File: config.mk
export PLATFORM = sky130hd
export DESIGN_NAME = mem_arbiter
export DESIGN_NICKNAME = d
export VERILOG_FILES = /design/src/rtl/mem_arb_pkg.sv /design/src/rtl/rr2_pick.sv /design/src/rtl/mem_arbiter.sv
export SDC_FILE = /design/constraint.sdc
export NUM_CORES = 1
export LEC_CHECK = 0
export BUFFER_PORTS_ARGS = -buffer_cell sky130_fd_sc_hd__clkbuf_2
export CAP_MARGIN = 30
export CORE_AREA = 4 4 120 122
export CTS_BUF_LIST = sky130_fd_sc_hd__clkbuf_8
export DETAILED_ROUTE_END_ITERATION = 12
export DIE_AREA = 0 0 124 126
export GPL_ROUTABILITY_DRIVEN = 1
export HOLD_SLACK_MARGIN = 0.02
export SLEW_MARGIN = 10
export SYNTH_ARGS = -nofsm -noshare
export SYNTH_HDL_FRONTEND = slang
export SYNTH_SLANG_ARGS = --single-unit
File: constraint.sdc
create_clock -name clk -period 5.43 [get_ports clk]
set_input_delay 1.086 -clock clk [delete_from_list [all_inputs] [get_ports clk]]
set_output_delay 1.086 -clock clk [all_outputs]
set_load 0.01 [all_outputs]
File: src/rtl/mem_arb_pkg.sv
// rtl/mem_arb_pkg.sv - shared encodings for the unified-memory arbiter
//
// Purpose: FSM state encoding and owner identifiers used by mem_arbiter
//          and rr2_pick.
// Contents:
//   arb_state_e : ARB (normal round-robin) / LOCK (external locked burst)
//   OWN_CORE    : owner id of the core requester (req/gnt bit 0)
//   OWN_EXT     : owner id of the external requester (req/gnt bit 1)
package mem_arb_pkg;

  typedef enum logic {
    ARB  = 1'b0,
    LOCK = 1'b1
  } arb_state_e;

  localparam logic OWN_CORE = 1'b0;
  localparam logic OWN_EXT  = 1'b1;

endpackage

File: src/rtl/rr2_pick.sv
// rtl/rr2_pick.sv - combinational two-way round-robin picker
//
// Purpose: grants one of two requesters. A lone requester always wins.
//          On contention the requester that did not own the previous
//          grant wins.
// Ports:
//   req[1:0]   in  : request vector, bit 0 = core, bit 1 = external
//   last_owner in  : owner of the most recent grant (OWN_CORE / OWN_EXT)
//   gnt[1:0]   out : one-hot grant (all zero when nothing requests)
module rr2_pick
  import mem_arb_pkg::*;
(
  input  logic [1:0] req,
  input  logic       last_owner,
  output logic [1:0] gnt
);

  always_comb begin
    gnt = 2'b00;
    case (req)
      2'b01:   gnt = 2'b01;
      2'b10:   gnt = 2'b10;
      2'b11:   gnt = (last_owner == OWN_EXT) ? 2'b01 : 2'b10;
      default: gnt = 2'b00;
    endcase
  end

endmodule

File: src/rtl/mem_arbiter.sv
// rtl/mem_arbiter.sv - core/external arbiter for a single unified memory
//
// Purpose: shares one combinational-read, synchronous-write memory between
//          the core (fetch/load/store) and an external DMA/debug port.
//          Round-robin fairness, plus locked external bursts of at most
//          BURST_MAX consecutive grants. Every grant completes in the cycle
//          it is given.
// Parameters: AW address width, DW data width, BURST_MAX locked burst
//             length (>=1), CW stall counter width.
// Ports:
//   clk, reset                 : clock, synchronous active-high reset
//   CoreReq/We/Adr/WD          : core request, write flag, address, data
//   CoreRD, CoreStall          : core read data, core must hold its state
//   ExtReq/We/Lock/Adr/WD      : external request (held until ExtAck),
//                                write flag, burst lock, address, data
//   ExtRD, ExtAck              : external read data, access performed
//   MemAdr/MemWE/MemWD, MemRD  : memory port
//   StallCnt                   : saturating count of CoreStall cycles
module mem_arbiter
  import mem_arb_pkg::*;
#(
  parameter int AW        = 32,
  parameter int DW        = 32,
  parameter int BURST_MAX = 4,
  parameter int CW        = 16
) (
  input  logic          clk,
  input  logic          reset,
  input  logic          CoreReq,
  input  logic          CoreWe,
  input  logic [AW-1:0] CoreAdr,
  input  logic [DW-1:0] CoreWD,
  output logic [DW-1:0] CoreRD,
  output logic          CoreStall,
  input  logic          ExtReq,
  input  logic          ExtWe,
  input  logic          ExtLock,
  input  logic [AW-1:0] ExtAdr,
  input  logic [DW-1:0] ExtWD,
  output logic [DW-1:0] ExtRD,
  output logic          ExtAck,
  output logic [AW-1:0] MemAdr,
  output logic          MemWE,
  output logic [DW-1:0] MemWD,
  input  logic [DW-1:0] MemRD,
  output logic [CW-1:0] StallCnt
);

  // Holds the remaining grants of a burst; BURST_MAX-1 must fit.
  localparam int LCW     = (BURST_MAX > 1) ? $clog2(BURST_MAX) : 1;
  localparam bit LOCK_EN = (BURST_MAX > 1);

  arb_state_e     state;
  logic           last_owner;
  logic [LCW-1:0] lock_cnt;

  logic [1:0] rr_gnt;
  logic       lock_hold;
  logic       gnt_core;
  logic       gnt_ext;

  rr2_pick u_rr2_pick (
    .req        ({ExtReq, CoreReq}),
    .last_owner (last_owner),
    .gnt        (rr_gnt)
  );

  // A burst continues only while the external side keeps both request and
  // lock high; otherwise this cycle is arbitrated by the ordinary rules.
  assign lock_hold = (state == LOCK) && ExtReq && ExtLock;

  always_comb begin
    gnt_core = 1'b0;
    gnt_ext  = 1'b0;
    if (!reset) begin
      if (lock_hold) begin
        gnt_ext = 1'b1;
      end else begin
        gnt_core = rr_gnt[0];
        gnt_ext  = rr_gnt[1];
      end
    end
  end

  // Datapath: the external port owns the memory only when granted; the
  // core's write enable is qualified so a stalled core cannot write.
  always_comb begin
    if (gnt_ext) begin
      MemAdr = ExtAdr;
      MemWD  = ExtWD;
      MemWE  = ExtWe;
    end else begin
      MemAdr = CoreAdr;
      MemWD  = CoreWD;
      MemWE  = CoreWe & gnt_core;
    end
  end

  assign CoreRD    = MemRD;
  assign ExtRD     = MemRD;
  assign ExtAck    = gnt_ext;
  assign CoreStall = CoreReq & ~gnt_core & ~reset;

  always_ff @(posedge clk) begin
    if (reset) begin
      state      <= ARB;
      last_owner <= OWN_EXT;
      lock_cnt   <= '0;
      StallCnt   <= '0;
    end else begin
      if (gnt_core) begin
        last_owner <= OWN_CORE;
      end else if (gnt_ext) begin
        last_owner <= OWN_EXT;
      end

      if (lock_hold) begin
        lock_cnt <= lock_cnt - LCW'(1);
        if (lock_cnt == LCW'(1)) begin
          state <= ARB;
        end
      end else if (LOCK_EN && gnt_ext && ExtLock) begin
        // The grant of this cycle is the first of the burst.
        state    <= LOCK;
        lock_cnt <= LCW'(BURST_MAX - 1);
      end else begin
        state    <= ARB;
        lock_cnt <= '0;
      end

      if (CoreStall && (StallCnt != {CW{1'b1}})) begin
        StallCnt <= StallCnt + CW'(1);
      end
    end
  end

endmodule
==> reports/qor.csv <==
metric,value,unit
status,"complete, no violations",
die height,126,um
RR Endpoint,StallCnt[3],
Worst setup SP type,input pin,
DR DRC count,0,
Initial Util,0.167,
clock buffer depth,2,
Yosys top cell by area,mux2_2,
worst IR drop on VDD,0.0000736,V
Register-to-Register Path Depth,6,
"Seq/Total Area, Yosys",0.182,
PostCTS Resize Cnt,0,
post-CTS setup buffer count,0,
CP most frequent cell,clkbuf_2,
I/O pin cnt,314,
clock-pin slew of the registers on the worst-case setup and hold paths,70,ps
Skew-Pair Late Insertion Delay,260,ps
n_diodes,0,
via count,2221,
Syn-to-layout area delta,38.3,%
final wirelength,9560,um
worst path cell trace,clkbuf_2 > a211oi_4 > buf_4 > mux2_2 > clkbuf_2,
Tcrit/Tclk final,0.703,
DR WL met3,1330,um
Crit. End Element,primary output,
largest net degree at the start of global routing,39,
Peak Freq,262,MHz
row cnt,42,
Seq cells post-synth,20,
Hold Path Sink,lock_cnt[0],
Num CTS Buffers,3,
Post-Syn Nets,413,
detailed router's first-iteration violation count,127,
fin crit period,3820,ps
GRT Residual Overflow,0,
final non-filler cell total,568,
CTS tree,yes,
hold_sp,lock_cnt[0],
Nets,563,
Worst Setup Path Type,in2out,
Reg-to-Reg Start,StallCnt[0],
Die X-Extent,124,um
pins over their slew limit,0,
max-cap violations,0,
Synth area leaders,"mux2_2 (33%), buf_4 (22%), dfxtp_1 (18%)",
async set-reset flop share out of synthesis,0,
Core Region,0.0132,sq mm
Arrival @ worst endpoint,2730,ps
final setup vio count,0,
drt pass-1 iters,4,
antenna violations before repair,0,
final count of hold timing violations,0,
Worst Clk Skew,4.90,ps
Mean Syn Cell Area,9.02,sq um
layout cell share with drive strength beyond 1,0.745,
Slew HR,0.543,
vias in the first global route,2297,
Post-CTS Hold Fix Bufs,0,
Root Buffer,clkbuf_8,
post-route ant nets,0,
top cell type's share of synthesized area,0.327,
total power,431,uW
crit-path max FO,38,
Synth cell types,35,
die area,0.0156,sq mm
GR Util All Layers,0.111,
Post-Syn Area,0.00220,sq mm
Cell Pwr Density,142,mW/mm^2
Ys Warns,0,
vias per inst,3.91,
"EDFF count, synth",0,
Worst Max-Slew Pin Slew,680,ps
Fin Hold WS,448,ps
unrepaired setup endpoints after global routing,no,
first-pass GRT wire length,13300,um
Synth Flop Type,dfxtp_1,
reg2reg setup slack,3010,ps
detailed placement HPWL,8590,um
RD Place Congestion,0.845,
Leakage,1.53,nW
DR WL met2,4380,um
Post-Route M1 WL,3720,um
HP Class,reg2reg,
CTS H-tree depth,1,
PortBufs,217,
setup TNS,0,ps
placed instance count,565,
slowest cell on the critical path,buf_4,
critical path's largest stage delay,440,ps
wire per inst,16.8,um
Cells on Worst Hold Path,1,
required time of the critical path,4340,ps
CTS Sinks,20,
Post-Synthesis Cells,244,
highest routed layer,met4,
-- placed cells by master, fill, tap and decap left out, types with 2 or more instances in the layout --
cell type	netlist	final
dfxtp_1	20	20
nand2_1	9	9
clkbuf_8	0	3
ha_1	2	2
o211ai_1	2	2
nand3b_1	3	3
buf_4	64	2
nor3_1	2	2
nor2_1	15	15
or3_1	2	2
nor2b_1	2	2
inv_1	3	3
mux2_2	64	64
nand3_1	4	4
nand4_1	6	6
mux2i_1	2	2
o21ai_0	3	3
xor2_1	10	10
clkbuf_2	0	217
nand2b_1	2	2
a21oi_1	6	6
-- where the power goes --
group / total (mW) / internal, mW / switching, mW
registers: 0.150 / 0.148 / 0.00134
logic: 0.186 / 0.0984 / 0.0871
clock network: 0.0960 / 0.0494 / 0.0466
-- layout make-up --
class / instances / area (sq um)
repair buffers: 219 / 1100
well taps: 176 / 220
flip-flops and latches: 20 / 400
inverters: 3 / 11.3
multi-input cells: 147 / 1270
clock buffers: 3 / 41.3
fillers: 1476 / 10100
-- per-stage QoR --
step	setup slack, ps	utilization	area, sq um
floorplan	1900	-	2200
global placement	1630	0.228	3000
detailed placement	1590	0.228	3000
CTS	1590	0.231	3040
global route	1490	0.231	3040
finish	1610	0.231	3040
-- Yosys cell counts, types with 3 or more instances --
cell type and instances:
nand3_1 4, nand2_1 9, clkbuf_1 4, o21ai_0 3, mux2_2 64, nor2_1 15
xor2_1 10, dfxtp_1 20, buf_2 5, a21oi_1 6, nand4_1 6, inv_1 3
nand3b_1 3, buf_4 64
-- flip-flops by register name (all words and copies together), names as in the netlist --
signal / cells
last_owner: 1
state: 1
StallCnt: 16
lock_cnt: 2
-- logic make-up (layout without fill, tap and decap cells) --
| group | Yosys count | after routing | share of synthesized area |
|---|---|---|---|
| buffers and inverters | 77 | 225 | 0.247 |
| multiplexers | 67 | 67 | 0.343 |
| AND/OR/NAND/NOR | 52 | 52 | 0.128 |
| flip-flops | 20 | 20 | 0.182 |
| AO/OA/AOI/OAI | 15 | 15 | 0.0449 |
| XOR/XNOR | 11 | 11 | 0.0438 |
| adder cells (fa/ha/maj) | 2 | 2 | 0.0114 |
-- metal layers --
layer | track usage | vias to the layer above
met3 | 0.0502 | 19
met2 | 0.178 | 136
met4 | 0.0232 | 0
li1 | - | 1080
met5 | 0 | -
met1 | 0.137 | 986
-- critical path, delay by kind of cell --
| family | cells | cell delay, ps |
|---|---|---|
| buffers and inverters | 3 | 870 |
| multiplexers | 1 | 440 |
| AO/OA/AOI/OAI | 1 | 300 |
-- worst max path at each step --
| stage | from | end | slack, ps | depth (start not counted) |
|---|---|---|---|---|
| global placement | reset | MemWD[1] | 1630 | 5 |
| finish | reset | MemWD[2] | 1610 | 5 |
| global route | reset | MemWD[31] | 1490 | 5 |
| floorplan | ExtLock | MemAdr[22] | 1900 | 5 |
| CTS | reset | MemWD[2] | 1590 | 5 |
| detailed placement | reset | MemWD[2] | 1590 | 5 |
Note: power is estimated with default switching activity, not from simulation.
